[config.mk]
export PLATFORM = sky130hd
export DESIGN_NAME = ad7606_emulator
export DESIGN_NICKNAME = d
export VERILOG_FILES = /design/src/rtl/ad7606_emulator.sv
export SDC_FILE = /design/constraint.sdc
export NUM_CORES = 1
export LEC_CHECK = 0
export CORE_MARGIN = 2
export CORE_UTILIZATION = 56
export DETAILED_ROUTE_END_ITERATION = 10
export PLACE_DENSITY = 0.89
export SLEW_MARGIN = 30
export SYNTH_ARGS = -nofsm -noshare
export SYNTH_HDL_FRONTEND = slang
export SYNTH_SLANG_ARGS = --single-unit
[constraint.sdc]
create_clock -name clk -period 2.9 [get_ports clk]
set_input_delay 0.725 -clock clk [delete_from_list [all_inputs] [get_ports clk]]
set_output_delay 0.725 -clock clk [all_outputs]
set_load 0.01 [all_outputs]
[src/rtl/ad7606_emulator.sv]
// Device-side model of an AD7606 in parallel mode: CONVST starts a BUSY window, then RD falling edges shift out channel words.
// Optional ADC_NOISE_EN: XORs a 2-bit LFSR dither onto each latched channel word.
`timescale 1ns/1ps
module ad7606_emulator #(
  parameter int CONV_CYCLES = 200,
  parameter int CH_NUM      = 8
) (
  input  logic        clk,
  input  logic        rst_n,
  input  logic        conv,
  input  logic        rd,
  output logic        busy,
  output logic [15:0] data_out,
  output logic        frstdata
);

  typedef enum logic [1:0] {IDLE, CONV, READ} state_t;

  localparam logic [15:0] CONV_LAST = 16'(CONV_CYCLES - 1);
  localparam logic [2:0]  IDX_LAST  = 3'(CH_NUM - 1);

  state_t      state_reg, state_next;
  logic [15:0] busy_cnt_reg, busy_cnt_next;
  logic [2:0]  idx_reg, idx_next;
  logic [12:0] sample_cnt_reg;
  logic        conv_d_reg, rd_d_reg;
  logic        busy_reg, frstdata_reg;
  logic [15:0] data_out_reg;
  logic [15:0] ch_reg  [0:7];
  logic [15:0] ch_word [0:7];
  logic [15:0] noise_mask;
  logic        conv_rise, rd_fall, latch_en, load_en;

  assign conv_rise = conv & ~conv_d_reg;
  assign rd_fall   = ~rd & rd_d_reg;

`ifdef ADC_NOISE_EN
  logic [15:0] lfsr_reg;
  logic        lfsr_fb;

  // Fibonacci taps 16,14,13,11; steps once per conversion at the latch cycle.
  assign lfsr_fb    = lfsr_reg[15] ^ lfsr_reg[13] ^ lfsr_reg[12] ^ lfsr_reg[10];
  assign noise_mask = {14'd0, lfsr_reg[1:0]};

  always_ff @(posedge clk or negedge rst_n) begin
    if (!rst_n) begin
      lfsr_reg <= 16'hACE1;
    end else if (latch_en) begin
      lfsr_reg <= {lfsr_reg[14:0], lfsr_fb};
    end
  end
`else
  assign noise_mask = 16'h0000;
`endif

  // Channel word pattern: sample number in the upper bits, channel number in the low three.
  for (genvar gi = 0; gi < 8; gi++) begin : g_word
    assign ch_word[gi] = {sample_cnt_reg, 3'(gi)} ^ noise_mask;
  end

  always_comb begin
    state_next    = state_reg;
    busy_cnt_next = busy_cnt_reg;
    idx_next      = idx_reg;
    latch_en      = 1'b0;
    load_en       = 1'b0;
    case (state_reg)
      IDLE: begin
        if (conv_rise) begin
          state_next    = CONV;
          busy_cnt_next = 16'd0;
        end
      end
      CONV: begin
        if (busy_cnt_reg == CONV_LAST) begin
          state_next    = READ;
          busy_cnt_next = 16'd0;
          idx_next      = 3'd0;
          latch_en      = 1'b1;
        end else begin
          busy_cnt_next = busy_cnt_reg + 16'd1;
        end
      end
      READ: begin
        // A new conversion request aborts the readout and suppresses a coincident read.
        if (conv_rise) begin
          state_next    = CONV;
          busy_cnt_next = 16'd0;
          idx_next      = 3'd0;
        end else if (rd_fall) begin
          load_en = 1'b1;
          if (idx_reg == IDX_LAST) begin
            state_next = IDLE;
            idx_next   = 3'd0;
          end else begin
            idx_next = idx_reg + 3'd1;
          end
        end
      end
      default: begin
        state_next = IDLE;
      end
    endcase
  end

  always_ff @(posedge clk or negedge rst_n) begin
    if (!rst_n) begin
      state_reg    <= IDLE;
      busy_cnt_reg <= 16'd0;
      idx_reg      <= 3'd0;
      conv_d_reg   <= 1'b0;
      rd_d_reg     <= 1'b1;
    end else begin
      state_reg    <= state_next;
      busy_cnt_reg <= busy_cnt_next;
      idx_reg      <= idx_next;
      conv_d_reg   <= conv;
      rd_d_reg     <= rd;
    end
  end

  // busy trails the state register by one cycle so it spans exactly CONV_CYCLES clocks.
  always_ff @(posedge clk or negedge rst_n) begin
    if (!rst_n) begin
      busy_reg <= 1'b0;
    end else begin
      busy_reg <= (state_reg == CONV);
    end
  end

  always_ff @(posedge clk or negedge rst_n) begin
    if (!rst_n) begin
      sample_cnt_reg <= 13'd0;
      for (int i = 0; i < 8; i++) begin
        ch_reg[i] <= 16'h0000;
      end
    end else if (latch_en) begin
      sample_cnt_reg <= sample_cnt_reg + 13'd1;
      for (int i = 0; i < 8; i++) begin
        ch_reg[i] <= ch_word[i];
      end
    end
  end

  always_ff @(posedge clk or negedge rst_n) begin
    if (!rst_n) begin
      data_out_reg <= 16'h0000;
      frstdata_reg <= 1'b0;
    end else if (load_en) begin
      data_out_reg <= ch_reg[idx_reg];
      frstdata_reg <= (idx_reg == 3'd0);
    end
  end

  assign busy     = busy_reg;
  assign data_out = data_out_reg;
  assign frstdata = frstdata_reg;

endmodule

==> metrics.txt, run 1 <==
DRT iter0 DRCs 114; GRT Overall Usage 22.6%; fin worst setup slack 0.607 ns; # IOs 22; DR vias/cell 5.83; Slowest-stage cell, CP or4_1; top-count cell post-synth dfrtp_1; post-synthesis area per instance 10.5 µm²; worst-margin pin slew 0.869 ns; largest net degree at the start of global routing 44; Die ar. 0.00610 mm²; Tmin final 2.29 ns; post_cts resized 0; Area Overhead vs Synth 15.7%; initial antenna violation count 0; Layout Skew 0.00893 ns; Worst Hold Class in -> async; post-synthesis net count 301; setup TNS 0 ns; most frequent cells after synthesis 67 x dfrtp_1, 60 x nand2_1, 14 x mux2_2, 14 x o21ai_0; Hold Vio Cnt, Final 0; layout cells sized above 1 15.2%; cts bufs inserted 9; Reg clk slew, reported paths 0.07 ns; CORE AREA 0.00520 mm²; Detailed Route WL 6190 µm; ant diodes 0; critical path launch point type flip-flop; critical path endpoint category flip-flop; Worst EP arrival 2.56 ns; grt total ovfl 0; Hold Slack 0.391 ns; hold_buf cts 0; Root Driver clkbuf_8; fillcell total 386; Max Freq 0.436 GHz; launch point of the worst reg-to-reg path busy_cnt_reg[4]$_DFFE_PN0P_; Pwr Density 489 mW/mm²; # Post-CTS Setup Buffers 0; share of the synthesized area in the top cell type 54.5%; mapped cell area 0.00308 mm²; Mapped Cells 292; H-tree levels 3; RSZ-0062 raised after global routing no; Sequential Area 0.00170 mm²; vias in the first global route 2242; CTS tree built; Port Buf Inserts 21; Synth area leader dfrtp_1; Multi-input gate area 0.00128 mm²; die height 78.1 µm; final period utilization 79.1%; ys async rst share 100%; first-pass GRT wire length 10700 µm; register bit total from synthesis 68; Util after Layout 68.4%; Starting Density 59.1%; DR vias 2284; critical path peak fanout 15; PnR Total Power 1.74 mW; Die X 78.1 µm; Static Leak 1.67 nW; status finished clean; Post-DP HPWL 4100 µm; Rel. slew slack 41.9%; DRC 0; Placer Congestion 0.888; R2R Setup Slk 0.61 ns; VDD IR max 353 µV; CP required 3.17 ns; Antenna Nets Post-Route 0; Clock Tree Buf Depth 2; pre-CTS setup slack 0.609 ns; Pre-antenna DRT Iters 4; Worst R2R End sample_cnt_reg[9]$_DFFE_PN0P_; Layout Nets 326; Unique masters post-synth 44; Routed WL per cell 15.8 µm; number of synthesized flops with an enable pin 0; fin. max-slew vios 0; CTS Sinks 68; WS Path Type reg -> reg; top cells by area, synth dfrtp_1 54%, nand2_1 7.3%, mux2_2 5.1%; row cnt 26; cell depth of the worst flop-to-flop path 5; Clk Latency, worst-skew pair 0.35 ns; CP cell instances or4_1 -> nor4_4 -> nand2_2 -> nor4_2 -> xor2_1; warnings from Yosys 0; Max Cap Viol 0; Final setup viols 0; register area share after synthesis 55.3%; CP peak stage delay 0.57 ns; ys flop type dfrtp_1
==> cell families after synthesis <==
kind of cell / share of synthesized area, %
AOI/OAI and AO/OA: 8.26
xor gates and xnor gates: 4.72
adders and majority gates: 2.03
buffers and inverters: 2.93
DFF: 55.3
muxes: 5.45
and+or+nand+nor: 21.3
==> worst max path at each step <==
stage	start	endpoint	slack, ns	cells after the start
floorplan	busy_cnt_reg[13]$_DFFE_PN0P_	sample_cnt_reg[3]$_DFFE_PN0P_	0.87	6
global placement	conv	busy_cnt_reg[3]$_DFFE_PN0P_	0.64	7
detailed placement	conv	busy_cnt_reg[3]$_DFFE_PN0P_	0.61	7
CTS	busy_cnt_reg[4]$_DFFE_PN0P_	sample_cnt_reg[9]$_DFFE_PN0P_	0.62	5
global route	busy_cnt_reg[4]$_DFFE_PN0P_	sample_cnt_reg[9]$_DFFE_PN0P_	0.49	5
finish	busy_cnt_reg[4]$_DFFE_PN0P_	sample_cnt_reg[9]$_DFFE_PN0P_	0.61	5
==> power by group <==
part | internal (mW) | total (mW) | switching [mW]
registers | 0.950 | 0.950 | 0.000244
clock network | 0.419 | 0.762 | 0.343
logic | 0.00648 | 0.0279 | 0.0214
total | 1.38 | 1.74 | 0.365
==> layer usage <==
metal	track usage, %	share of wire (%)
met3	6.32	5.8
met4	10.0	2.3
met1	28.2	42
met2	36.8	50
met5	0	0
==> layout by cell type (no fill, tap or decap), types with 4 or more instances in the layout <==
master           netlist  layout
dfrtp_1               67      67
inv_1                  9       9
and3_1                 8       8
nand3_1                9       9
nor3_1                 4       4
a21oi_1                8       8
or3_1                  4       4
ha_1                   5       5
xor2_1                 5       5
nand4_1               11      11
nand2_1               60      60
o21ai_0               14      14
clkdlybuf4s50_1        0      20
clkbuf_8               0      10
nor2_1                11      11
mux2_2                14      14
xnor2_1                6       6
nand2_2                4       4
buf_4                  1       4
a31oi_1                5       5
==> critical path, delay by kind of cell (launching register included) <==
| family | cells | cell delay (ns) |
|---|---|---|
| DFF | 1 | 0.45 |
| xor gates and xnor gates | 1 | 0.16 |
| and+or+nand+nor | 4 | 1.60 |
==> stage by stage <==
stage               instance area, µm²  instances
finish                            3560        392
global route                      3560        392
CTS                               3560        392
detailed placement                3360        376
global placement                  3360        376
floorplan                         3080        292
==> area by class of cell <==
| type | instances | area share, % |
|---|---|---|
| Sequential cell | 68 | 47.9 |
| Multi-Input combinational cell | 203 | 36.1 |
| Timing Repair Buffer | 26 | 7.17 |
| Clock buffer | 12 | 4.08 |
| Tap cell | 70 | 2.46 |
| Clock inverter | 4 | 1.41 |
| Inverter | 9 | 0.949 |
Power figures use the tool's default switching activity.
==> inputs of run 2 (changes only) <==
clock period = 2.2 ns   (was 2.9 ns; I/O delays follow)
==> run 2 against run 1 <==
  * Critical path depth is 1 higher
  * Final cell count is 2.0% higher
  * Sequential cell count stayed put
  * Maximum frequency is 8.3% higher
  * Via count is 0.22% lower
  * Largest power group unchanged
  * Clock power is 51% higher
  * Non-clock buffer count is 9 higher
  * Sequential power is 32% higher
  * Highest routed layer unchanged
  * Combinational power is 34% higher
==> metrics.txt, run 2 (same netlist as run 1, synthesis figures left out) <==
grt total ovfl 0; Final setup viols 0; row cnt 26; Max Freq 0.472 GHz; final period utilization 96.3%; cts bufs inserted 9; Pwr Density 663 mW/mm²; Reg clk slew, reported paths 0.07 ns; CTS tree built; Layout Nets 335; GRT Overall Usage 22.4%; Tmin final 2.12 ns; Placer Congestion 0.889; RSZ-0062 raised after global routing no; Worst EP arrival 2.34 ns; die height 78.1 µm; Port Buf Inserts 21; Layout Skew 0.00819 ns; DR vias 2279; critical path endpoint category flip-flop; Area Overhead vs Synth 19.7%; DRT iter0 DRCs 166; Pre-antenna DRT Iters 4; Hold Vio Cnt, Final 0; # Post-CTS Setup Buffers 0; WS Path Type reg -> reg; DR vias/cell 5.70; layout cells sized above 1 18.2%; status finished clean; Clk Latency, worst-skew pair 0.34 ns; critical path launch point type flip-flop; first-pass GRT wire length 10600 µm; Antenna Nets Post-Route 0; CTS Sinks 68; Routed WL per cell 15.4 µm; Clock Tree Buf Depth 2; CORE AREA 0.00520 mm²; most common cell after layout, fill and taps aside dfrtp_1; Die X 78.1 µm; initial antenna violation count 0; # IOs 22; ant diodes 0; Detailed Route WL 6140 µm; DRC 0; CP required 2.43 ns; vias in the first global route 2293; worst-margin pin slew 0.641 ns; VDD IR max 460 µV; fin. max-slew vios 0; Die ar. 0.00610 mm²; Root Driver clkbuf_8; Post-DP HPWL 4280 µm; critical path peak fanout 23; Util after Layout 70.7%; most frequent cells in the layout 67 x dfrtp_1, 60 x nand2_1, 20 x clkdlybuf4s50_1; Worst Hold Class in -> async; largest net degree at the start of global routing 28; setup TNS 0 ns; Max Cap Viol 0; Static Leak 1.75 nW; Starting Density 59.1%; H-tree levels 3; Rel. slew slack 56.9%
==> run 2: critical path: stages, from the launching register on <==
cell and delay (ns):
dfrtp_1 0.43, or4_1 0.51, or3_4 0.36, nor3_4 0.21, buf_12 0.20, nand4_1 0.13
xnor2_1 0.15
==> run 2: cell type report <==
type                       instances  area (µm²)
sequential                        68        1700
fill                             348        1520
multi-input combinational        203        1290
timing repair buffer              35         348
clock buffer                      11         151
tap                               70        87.6
clock inverter                     4        72.6
inverter                           9        33.8
==> run 2: final timing paths <==
kind | end | start | depth (start not counted) | slack (ns)
worst max-delay path | sample_cnt_reg[5]$_DFFE_PN0P_ | busy_cnt_reg[9]$_DFFE_PN0P_ | 6 | 0.08
worst min-delay path | data_out[3]$_DFFE_PN0P_ | rst_n | 1 | 0.17
worst max register to register | sample_cnt_reg[5]$_DFFE_PN0P_ | busy_cnt_reg[9]$_DFFE_PN0P_ | 6 | 0.08
worst min register to register | ch_reg[10]$_DFFE_PN0P_ | ch_reg[10]$_DFFE_PN0P_ | 2 | 0.47
max in group asynchronous | data_out[14]$_DFFE_PN0P_ | rst_n | 2 | 1.37
min in group clk | ch_reg[10]$_DFFE_PN0P_ | ch_reg[10]$_DFFE_PN0P_ | 2 | 0.47
==> run 2: what timing repair did <==
item,4_1_cts,5_1_grt
hold buffers,0,0
resized for setup,0,1
endpoints found under the setup margin,0,8
==> run 2: through the flow <==
stage / std cells / power, mW / hold WS (ns) / setup WS (ns) / area, µm²
2_1_floorplan: 292 / 1.28 / 0.254 / 0.170 / 3080
6_report: 400 / 2.44 / 0.166 / 0.0819 / 3680
3_3_place_gp: 385 / 1.31 / 0.449 / 0.128 / 3460
4_1_cts: 400 / 2.45 / 0.183 / 0.0435 / 3680
5_1_grt: 400 / 2.52 / 0.199 / 0.00378 / 3680
3_5_place_dp: 385 / 1.32 / 0.460 / 0.0468 / 3460
==> run 2: power breakdown <==
| group | leakage, nW | total, mW | internal, mW | switching, mW |
|---|---|---|---|---|
| Clock | 0.111 | 1.15 | 0.692 | 0.459 |
| Sequential | 0.888 | 1.25 | 1.25 | 0.000462 |
| Combinational | 0.747 | 0.0374 | 0.00962 | 0.0278 |
| Total | 1.75 | 2.44 | 1.95 | 0.488 |
==> run 2: per-layer routing <==
layer  vias up  GRT usage (%)  share of wire (%)
met4         0           10.9                1.9
met1      1106           27.2                 43
li1       1079              -                  -
met2        81           37.6                 50
met3        13           5.40                5.1
met5         -              0                  0
==> inputs of run 3 (changes only) <==
REMOVE_ABC_BUFFERS = 1   (was default)
==> run 3 against run 2 <==
  * Largest power group unchanged
  * Total power up 3.3%
  * Sequential cell count unchanged
  * Design area up 1.9%
  * Global-route usage rose by 0.92 points
==> metrics.txt, run 3 (same netlist as run 1, synthesis figures left out) <==
start point of the critical path busy_cnt_reg[9]$_DFFE_PN0P_; initial antenna violation count 0; busiest grt layer met2; DRT iter0 DRCs 216; Placer Congestion 0.900; launch point of the worst reg-to-reg path busy_cnt_reg[9]$_DFFE_PN0P_; Die X 78.1 µm; Hold Slack 0.218 ns; die height 78.1 µm; Max Freq 0.472 GHz; Placed Cells 386; grt total ovfl 0; layout cells sized above 1 19.4%; top cell family by delay on the critical path simple AND/OR/NAND/NOR gates; CP cell instances or4_1 -> or3_4 -> nor3_4 -> buf_12 -> mux2_2; critical path launch point type flip-flop; Rel. slew slack 62.3%; GRT Overall Usage 23.3%; # IOs 22; row cnt 26; CORE AREA 0.00520 mm²; CP peak stage delay 0.51 ns; Hold Vio Cnt, Final 0; VDD IR max 354 µV; most common cell after layout, fill and taps aside dfrtp_1; fillcell total 326; cts bufs inserted 9; met2 usage 38.8%; CTS tree built; vias in the first global route 2353; Clock Tree Buf Depth 2; Area Overhead vs Synth 22.0%; Layout Skew 0.00766 ns; Slowest-stage cell, CP or4_1; critical path peak fanout 11; H-tree levels 3; Tmin final 2.12 ns; fin. max-slew vios 0; Reg clk slew, reported paths 0.07 ns; Final setup viols 0; CP required 2.43 ns; Static Leak 1.78 nW; CTS Sinks 68; status finished clean; worst-margin pin slew 0.561 ns; DR vias 2365; Layout Nets 339; Antenna Nets Post-Route 0; Worst EP arrival 2.35 ns; most frequent cells in the layout 67 x dfrtp_1, 60 x nand2_1, 20 x clkdlybuf4s50_1; Pre-antenna DRT Iters 4; first-pass GRT wire length 11000 µm; Max Cap Viol 0; ant diodes 0; Detailed Route WL 6610 µm; DRC 0; Layout Cells excl Fill 405; worst path bufs/invs 1; fin worst setup slack 0.0803 ns; Post-DP HPWL 4280 µm; DR vias/cell 5.84; hold_buf cts 0; Routed WL per cell 16.3 µm; pre-CTS setup slack 0.0513 ns; WS Path Type reg -> reg; Port Buf Inserts 21; largest net degree at the start of global routing 69; Worst Hold Class in -> async; Clk Latency, worst-skew pair 0.34 ns; Root Driver clkbuf_8; critical path endpoint category flip-flop; grt met3 use 5.17%; Die ar. 0.00610 mm²; met1 Use GR 29.5%; Pwr Density 672 mW/mm²; Starting Density 59.1%; final period utilization 96.4%
==> run 3: metal layers <==
layer	wire [µm]	share of wire, %
met1	2780	42
met4	103	1.6
met3	272	4.1
met5	0	0
met2	3450	52
==> run 3: stage by stage <==
step	instance area [µm²]	total power, mW	TNS [ns]	utilization (%)
final	3750	2.52	0	72.1
after global routing	3750	2.62	-0.00929	72.1
after CTS	3700	2.54	0	71.2
after detailed placement	3460	1.31	0	66.5
after global placement	3460	1.31	0	66.5
after floorplan	3020	1.28	-1.29	-
==> run 3: area by class of cell <==
class                   instances  area (µm²)  area share, %
flip-flops and latches         68        1700           45.4
multi-input cells             203        1290           34.4
repair buffers                 39         395           10.5
clock buffers                  10         128           3.40
clock inverters                 6         113           3.00
well taps                      70        87.6           2.33
inverters                       9        33.8          0.900
==> run 3: worst paths after layout <==
| check | end | slack (ns) | cells after the start |
|---|---|---|---|
| max in group asynchronous | rd_d_reg$_DFF_PN1_ | 1.68 | 2 |
| worst max-delay path | sample_cnt_reg[1]$_DFFE_PN0P_ | 0.08 | 5 |
| worst max register to register | sample_cnt_reg[1]$_DFFE_PN0P_ | 0.08 | 5 |
| worst min register to register | ch_reg[5]$_DFFE_PN0P_ | 0.47 | 2 |
| min in group clk | ch_reg[5]$_DFFE_PN0P_ | 0.47 | 2 |
| worst min-delay path | idx_reg[1]$_DFFE_PN0P_ | 0.22 | 2 |
==> run 3: report_power, final <==
part	switching [mW]	leakage, nW	internal [mW]	total, mW
sequential	0.000438	0.888	1.25	1.25
combinational	0.0272	0.769	0.00870	0.0359
clock	0.479	0.120	0.755	1.23
total	0.507	1.78	2.02	2.52
==> run 3: repair_timing <==
action                                  CTS  global route
resized for setup                         0             2
endpoints found under the setup margin    0             6
buffers inserted                          0             2
